**src/rtl/zverif_mmio.sv**
```systemverilog
// rtl/zverif_mmio.sv - AXI-Lite MMIO window exposing a console byte FIFO, a status word and a sim-exit register.
module zverif_mmio #(
  parameter int          FIFO_DEPTH = 8,
  parameter logic [31:0] BASE_ADDR  = 32'h1000_0000
) (
  input  logic        clk,
  input  logic        resetn,
  input  logic [31:0] s_awaddr,
  input  logic        s_awvalid,
  output logic        s_awready,
  input  logic [31:0] s_wdata,
  input  logic [3:0]  s_wstrb,
  input  logic        s_wvalid,
  output logic        s_wready,
  output logic [1:0]  s_bresp,
  output logic        s_bvalid,
  input  logic        s_bready,
  input  logic [31:0] s_araddr,
  input  logic        s_arvalid,
  output logic        s_arready,
  output logic [31:0] s_rdata,
  output logic [1:0]  s_rresp,
  output logic        s_rvalid,
  input  logic        s_rready,
  output logic [7:0]  con_data,
  output logic        con_valid,
  input  logic        con_ready,
  output logic        exit_valid,
  output logic [15:0] exit_code
);

  localparam int AW = (FIFO_DEPTH > 1) ? $clog2(FIFO_DEPTH) : 1;
  localparam int CW = $clog2(FIFO_DEPTH) + 1;

  localparam logic [31:0] CON_ADDR  = BASE_ADDR;
  localparam logic [31:0] STAT_ADDR = BASE_ADDR + 32'h4;
  localparam logic [31:0] EXIT_ADDR = BASE_ADDR + 32'h8;

  localparam logic [1:0] RESP_OKAY   = 2'b00;
  localparam logic [1:0] RESP_SLVERR = 2'b10;

  typedef enum logic [1:0] {W_IDLE, W_ACK, W_RESP} wstate_t;
  typedef enum logic [1:0] {R_IDLE, R_ACK, R_DATA} rstate_t;

  wstate_t wstate;
  rstate_t rstate;

  logic [31:0] waddr_q;
  logic [31:0] wdata_q;
  logic [31:0] raddr_q;

  logic [7:0]    mem [FIFO_DEPTH];
  logic [AW-1:0] wr_ptr;
  logic [AW-1:0] rd_ptr;
  logic [CW-1:0] count;
  logic          full;
  logic          empty;
  logic          push;
  logic          pop;
  logic [8:0]    count9;
  logic [31:0]   status_word;

  // s_wstrb has no effect: every register takes the whole word.
  logic unused_wstrb;
  assign unused_wstrb = ^s_wstrb;

  assign full   = (count == CW'(FIFO_DEPTH));
  assign empty  = (count == '0);
  assign push   = (wstate == W_ACK) && (waddr_q == CON_ADDR);
  assign pop    = !empty && con_ready;
  assign count9 = 9'(count);

  assign status_word = {16'h0000, count9[7:0], 5'b00000, exit_valid, empty, full};

  assign con_valid = !empty;
  assign con_data  = empty ? 8'h00 : mem[rd_ptr];

  always_ff @(posedge clk) begin
    if (resetn && push) begin
      mem[wr_ptr] <= wdata_q[7:0];
    end
  end

  always_ff @(posedge clk) begin
    if (!resetn) begin
      wr_ptr <= '0;
      rd_ptr <= '0;
      count  <= '0;
    end else begin
      if (push) begin
        wr_ptr <= wr_ptr + AW'(1);
      end
      if (pop) begin
        rd_ptr <= rd_ptr + AW'(1);
      end
      case ({push, pop})
        2'b10:   count <= count + CW'(1);
        2'b01:   count <= count - CW'(1);
        default: count <= count;
      endcase
    end
  end

  // A console write is only accepted with room in the FIFO, so the push on the ACK edge never overflows.
  always_ff @(posedge clk) begin
    if (!resetn) begin
      wstate     <= W_IDLE;
      s_awready  <= 1'b0;
      s_wready   <= 1'b0;
      s_bvalid   <= 1'b0;
      s_bresp    <= RESP_OKAY;
      waddr_q    <= '0;
      wdata_q    <= '0;
      exit_valid <= 1'b0;
      exit_code  <= '0;
    end else begin
      case (wstate)
        W_IDLE: begin
          if (s_awvalid && s_wvalid && !((s_awaddr == CON_ADDR) && full)) begin
            wstate    <= W_ACK;
            s_awready <= 1'b1;
            s_wready  <= 1'b1;
            waddr_q   <= s_awaddr;
            wdata_q   <= s_wdata;
          end
        end
        W_ACK: begin
          wstate    <= W_RESP;
          s_awready <= 1'b0;
          s_wready  <= 1'b0;
          s_bvalid  <= 1'b1;
          if (waddr_q == CON_ADDR) begin
            s_bresp <= RESP_OKAY;
          end else if (waddr_q == EXIT_ADDR) begin
            s_bresp <= RESP_OKAY;
            // First accepted exit is sticky; later exits are acknowledged but ignored.
            if (!exit_valid) begin
              if (wdata_q[15:0] == 16'h3333) begin
                exit_valid <= 1'b1;
                exit_code  <= wdata_q[31:16];
              end else if (wdata_q[15:0] == 16'h5555) begin
                exit_valid <= 1'b1;
                exit_code  <= 16'h0000;
              end
            end
          end else begin
            s_bresp <= RESP_SLVERR;
          end
        end
        W_RESP: begin
          if (s_bready) begin
            wstate   <= W_IDLE;
            s_bvalid <= 1'b0;
          end
        end
        default: begin
          wstate <= W_IDLE;
        end
      endcase
    end
  end

  always_ff @(posedge clk) begin
    if (!resetn) begin
      rstate    <= R_IDLE;
      s_arready <= 1'b0;
      s_rvalid  <= 1'b0;
      s_rdata   <= '0;
      s_rresp   <= RESP_OKAY;
      raddr_q   <= '0;
    end else begin
      case (rstate)
        R_IDLE: begin
          if (s_arvalid) begin
            rstate    <= R_ACK;
            s_arready <= 1'b1;
            raddr_q   <= s_araddr;
          end
        end
        R_ACK: begin
          rstate    <= R_DATA;
          s_arready <= 1'b0;
          s_rvalid  <= 1'b1;
          if (raddr_q == STAT_ADDR) begin
            s_rdata <= status_word;
            s_rresp <= RESP_OKAY;
          end else begin
            s_rdata <= 32'h0000_0000;
            s_rresp <= RESP_SLVERR;
          end
        end
        R_DATA: begin
          if (s_rready) begin
            rstate   <= R_IDLE;
            s_rvalid <= 1'b0;
          end
        end
        default: begin
          rstate <= R_IDLE;
        end
      endcase
    end
  end

endmodule

```
**config.mk**
```make
export PLATFORM = sky130hd
export DESIGN_NAME = zverif_mmio
export DESIGN_NICKNAME = d
export VERILOG_FILES = /design/src/rtl/zverif_mmio.sv
export SDC_FILE = /design/constraint.sdc
export NUM_CORES = 1
export LEC_CHECK = 0
export ABC_AREA = 1
export CAP_MARGIN = 20
export CELL_PAD_IN_SITES_DETAIL_PLACEMENT = 1
export CELL_PAD_IN_SITES_GLOBAL_PLACEMENT = 2
export CORE_ASPECT_RATIO = 0.5
export CORE_UTILIZATION = 30
export CTS_CLUSTER_DIAMETER = 60
export DETAILED_ROUTE_END_ITERATION = 16
export PLACE_DENSITY_LB_ADDON = 0.1
export REMOVE_ABC_BUFFERS = 1
export SYNTH_ARGS = -nofsm -noshare
export SYNTH_HDL_FRONTEND = slang
export SYNTH_SLANG_ARGS = --single-unit
```
**constraint.sdc**
```tcl
create_clock -name clk -period 2.6 [get_ports clk]
set_input_delay 0.26 -clock clk [delete_from_list [all_inputs] [get_ports clk]]
set_output_delay 0.26 -clock clk [all_outputs]
set_load 0.005 [all_outputs]
```
==> out/results.ini <==
[placed_design]
pre_cts_ws_ns = 0.2946
io_buffers = 143
place_congestion = 0.7492
dp_cells = 1567
place_hpwl_um = 16320

[logic_synthesis]
synth_warnings = 0
postSynthAreaPerCell_sq_um = 8.130
synth-simple-area-share = 0.2447
synth-xor-area-share = 0.002023
synth_cell_type_count = 33
synth_cells = 1065
yosysSeqAreaShare = 0.5526
synthAdderAreaFrac = 0.007225
synth_area_sq_mm = 0.008658
synth_seq_cells = 207
synth_compound_area_frac = 0.1156
muxShareOfSynthArea = 0
synth_top_family_by_area = simple AND/OR/NAND/NOR gates

[drt]
wl_met1_um = 11200
vias = 7195
drc = 0
routedWlPerCell_um = 14.70
wirelength_um = 23580
route.met3.wl_um = 1164
drtIter0Drc = 277
viasPerCell = 4.486
met2_length_um = 10880
dr.pass1.iters = 4
detail-route-antenna-nets = 0
top_layer_used = met5

[flow_run]
drv_cap = 0

[die]
std_cell_rows = 43
start_util = 0.3089
core_sq_mm = 0.02803
die_area_sq_mm = 0.02959
io_pins = 175
chipWidth_um = 242.3
die_y_um = 122.1

[layout]
fin_nets = 1321
layout_common_cells = nor2_1 (380), clkdlybuf4s50_1 (142), dfxtp_1 (141)
layout_commonest_cell = nor2_1
antenna_cells_inserted = 0
register_area_sq_mm = 0.004787
layout-drive-gt1-share = 0.05728
instances_no_fill = 1604
nFillCells = 3326
area_delta_synth_final_pct = 29.19
multiInputGateArea_sq_mm = 0.003313

[global_route]
grt_overflow = 0
antenna_found_initial = 3
first_global_vias = 7423
grtUsageTotal = 0.1626
grt_max_degree = 97
grt_pass1_wl_um = 38190

[worst_setup_path]
crit_type = reg2out
slowest_delay_ns = 0.54
timing.rr.start = waddr_q[10]
ff2ff_path_depth = 13
critical-path-top-delay-family = buffers and inverters
critPathBufInv = 2
regToRegEndpoint = count[3]
crit_chain = nor3_4 -> nand2_1 -> buf_4 -> o21ai_1 -> nor2_1 -> clkdlybuf4s50_1
slowest_stage = clkdlybuf4s50_1
cp-start-kind = flip-flop
cp.required_ns = 2.34
worstSetupEndpointType = primary output
rrSetupSlack_ns = 0.41
arrival_ns = 2.18
cp_max_fo = 9

[clock_network]
clk_pin_slew_ns = 0.07
htreeDepth = 1
clk_path_buf_depth = 3
cts_tree = built
numCtsBuffers = 21
worstSkewPairLatency_ns = 0.50
cts-root-buf = clkbuf_16
cts_hold_buf = 0
cts.sinks = 207

[timing]
whs_ns = 0.1958
fmax_mhz = 409.1
rsz0062_at_grt = no
worst_slack_ns = 0.1555
skew_ns = 0.01661
relSlewSlack = 0.6570
period_minus_slack_ns = 2.445
post-route-period-util = 0.9402
slew_violations = 0
tns_ns = 0
worst_pin_slew_ns = 0.5137
final_hold_viol_count = 0
setup_viol = 0

[min_path]
min_path_cells = 3
min_to = wr_ptr[2]
hp-class = in2reg
min_from = resetn

[status]
status = finished, final reports clean

[power_and_ir_drop]
leakage_nw = 4.204
powerDensity_mw_per_mm2 = 773.3
ir_worst_vdd_uv = 414.4

Yosys cell counts (all sizes together):
| master | n | area, sq um |
|---|---|---|
| nor2 | 383 | 1440 |
| dfxtp | 143 | 2863 |
| o21ai | 136 | 680.7 |
| nand2 | 92 | 347.8 |
| edfxtp | 64 | 1922 |
| inv | 58 | 217.7 |
| buf | 44 | 321.6 |
| clkbuf | 34 | 127.6 |
| nand3 | 23 | 115.1 |
| a21oi | 16 | 80.08 |
| o32ai | 16 | 140.1 |
| nor3 | 15 | 91.34 |
| nand4 | 11 | 68.82 |
| o21bai | 10 | 75.07 |
| ha | 5 | 62.56 |
| nand3b | 4 | 30.03 |
| a311oi | 2 | 17.52 |
| nor4 | 2 | 12.51 |
| and2 | 1 | 6.260 |
| clkinv | 1 | 3.750 |
| conb | 1 | 3.750 |
| nor2b | 1 | 6.260 |
| o21a | 1 | 7.510 |
| xnor2 | 1 | 8.760 |
| xor2 | 1 | 8.760 |
report_power, final:
| part | switching (mW) | leakage (nW) | internal, mW |
|---|---|---|---|
| sequential | 0.157 | 1.75 | 3.51 |
| combinational | 1.01 | 2.12 | 0.892 |
| clock | 1.26 | 0.330 | 1.81 |
cell families (layout without fill, tap and decap cells):
family | Yosys count | in the layout
compound gates | 181 | 181
xor+xnor | 2 | 2
fa+ha+maj | 5 | 5
buf+inv | 137 | 268
flops | 207 | 207
other cells | 1 | 27
simple gates | 532 | 532
sequential cells by signal (all words and copies together), names as in the netlist, 4 cells and up, named ones only:
register	flops
mem	64
raddr_q	32
waddr_q	32
wdata_q	32
exit_code	16
s_rdata	7
count	4
per-layer routing:
metal / up-vias / global-route usage
li1: 3706 / -
met1: 3373 / 0.2052
met2: 82 / 0.2816
met3: 28 / 0.04516
met4: 6 / 0.02809
met5: - / 0
worst max path at each step:
stage          depth (start not counted)  slack (ns)         from     endpoint
2_1_floorplan                          6        0.04    rstate[1]   raddr_q[1]
5_1_grt                                7       0.005    flip-flop  con_data[7]
3_3_place_gp                          15        0.34  waddr_q[10]     count[2]
3_5_place_dp                          15        0.29  waddr_q[10]     count[2]
4_1_cts                                6       0.003    flip-flop  con_data[1]
6_report                               6        0.16     count[1]  con_data[5]
cell type report:
class,count,share of cell area
Multi-Input combinational cell,747,0.2962
Timing Repair Buffer,172,0.1526
Sequential cell,207,0.4280
Inverter,59,0.01980
Clock buffer,28,0.05022
Tap cell,382,0.04273
Clock inverter,9,0.01051
tightest hold or removal path: stages:
cell	delay, ns
buf_4	0.23
nand2_1	0.12
nor2_1	0.03
what timing repair did:
| action | 4_1_cts | 5_1_grt |
|---|---|---|
| buffers inserted | 0 | 0 |
| resized for setup | 0 | 12 |
| endpoints found under the setup margin | 0 | 9 |
stage by stage:
step / area (sq um) / util / power, mW
final: 11190 / 0.3991 / 8.650
after global routing: 11190 / 0.3991 / 9.167
after CTS: 11150 / 0.3977 / 8.753
after detailed placement: 10470 / 0.3735 / 5.631
after global placement: 10470 / 0.3735 / 5.570
after floorplan: 8307 / - / 4.672
Note: power is estimated with default switching activity, not from simulation.
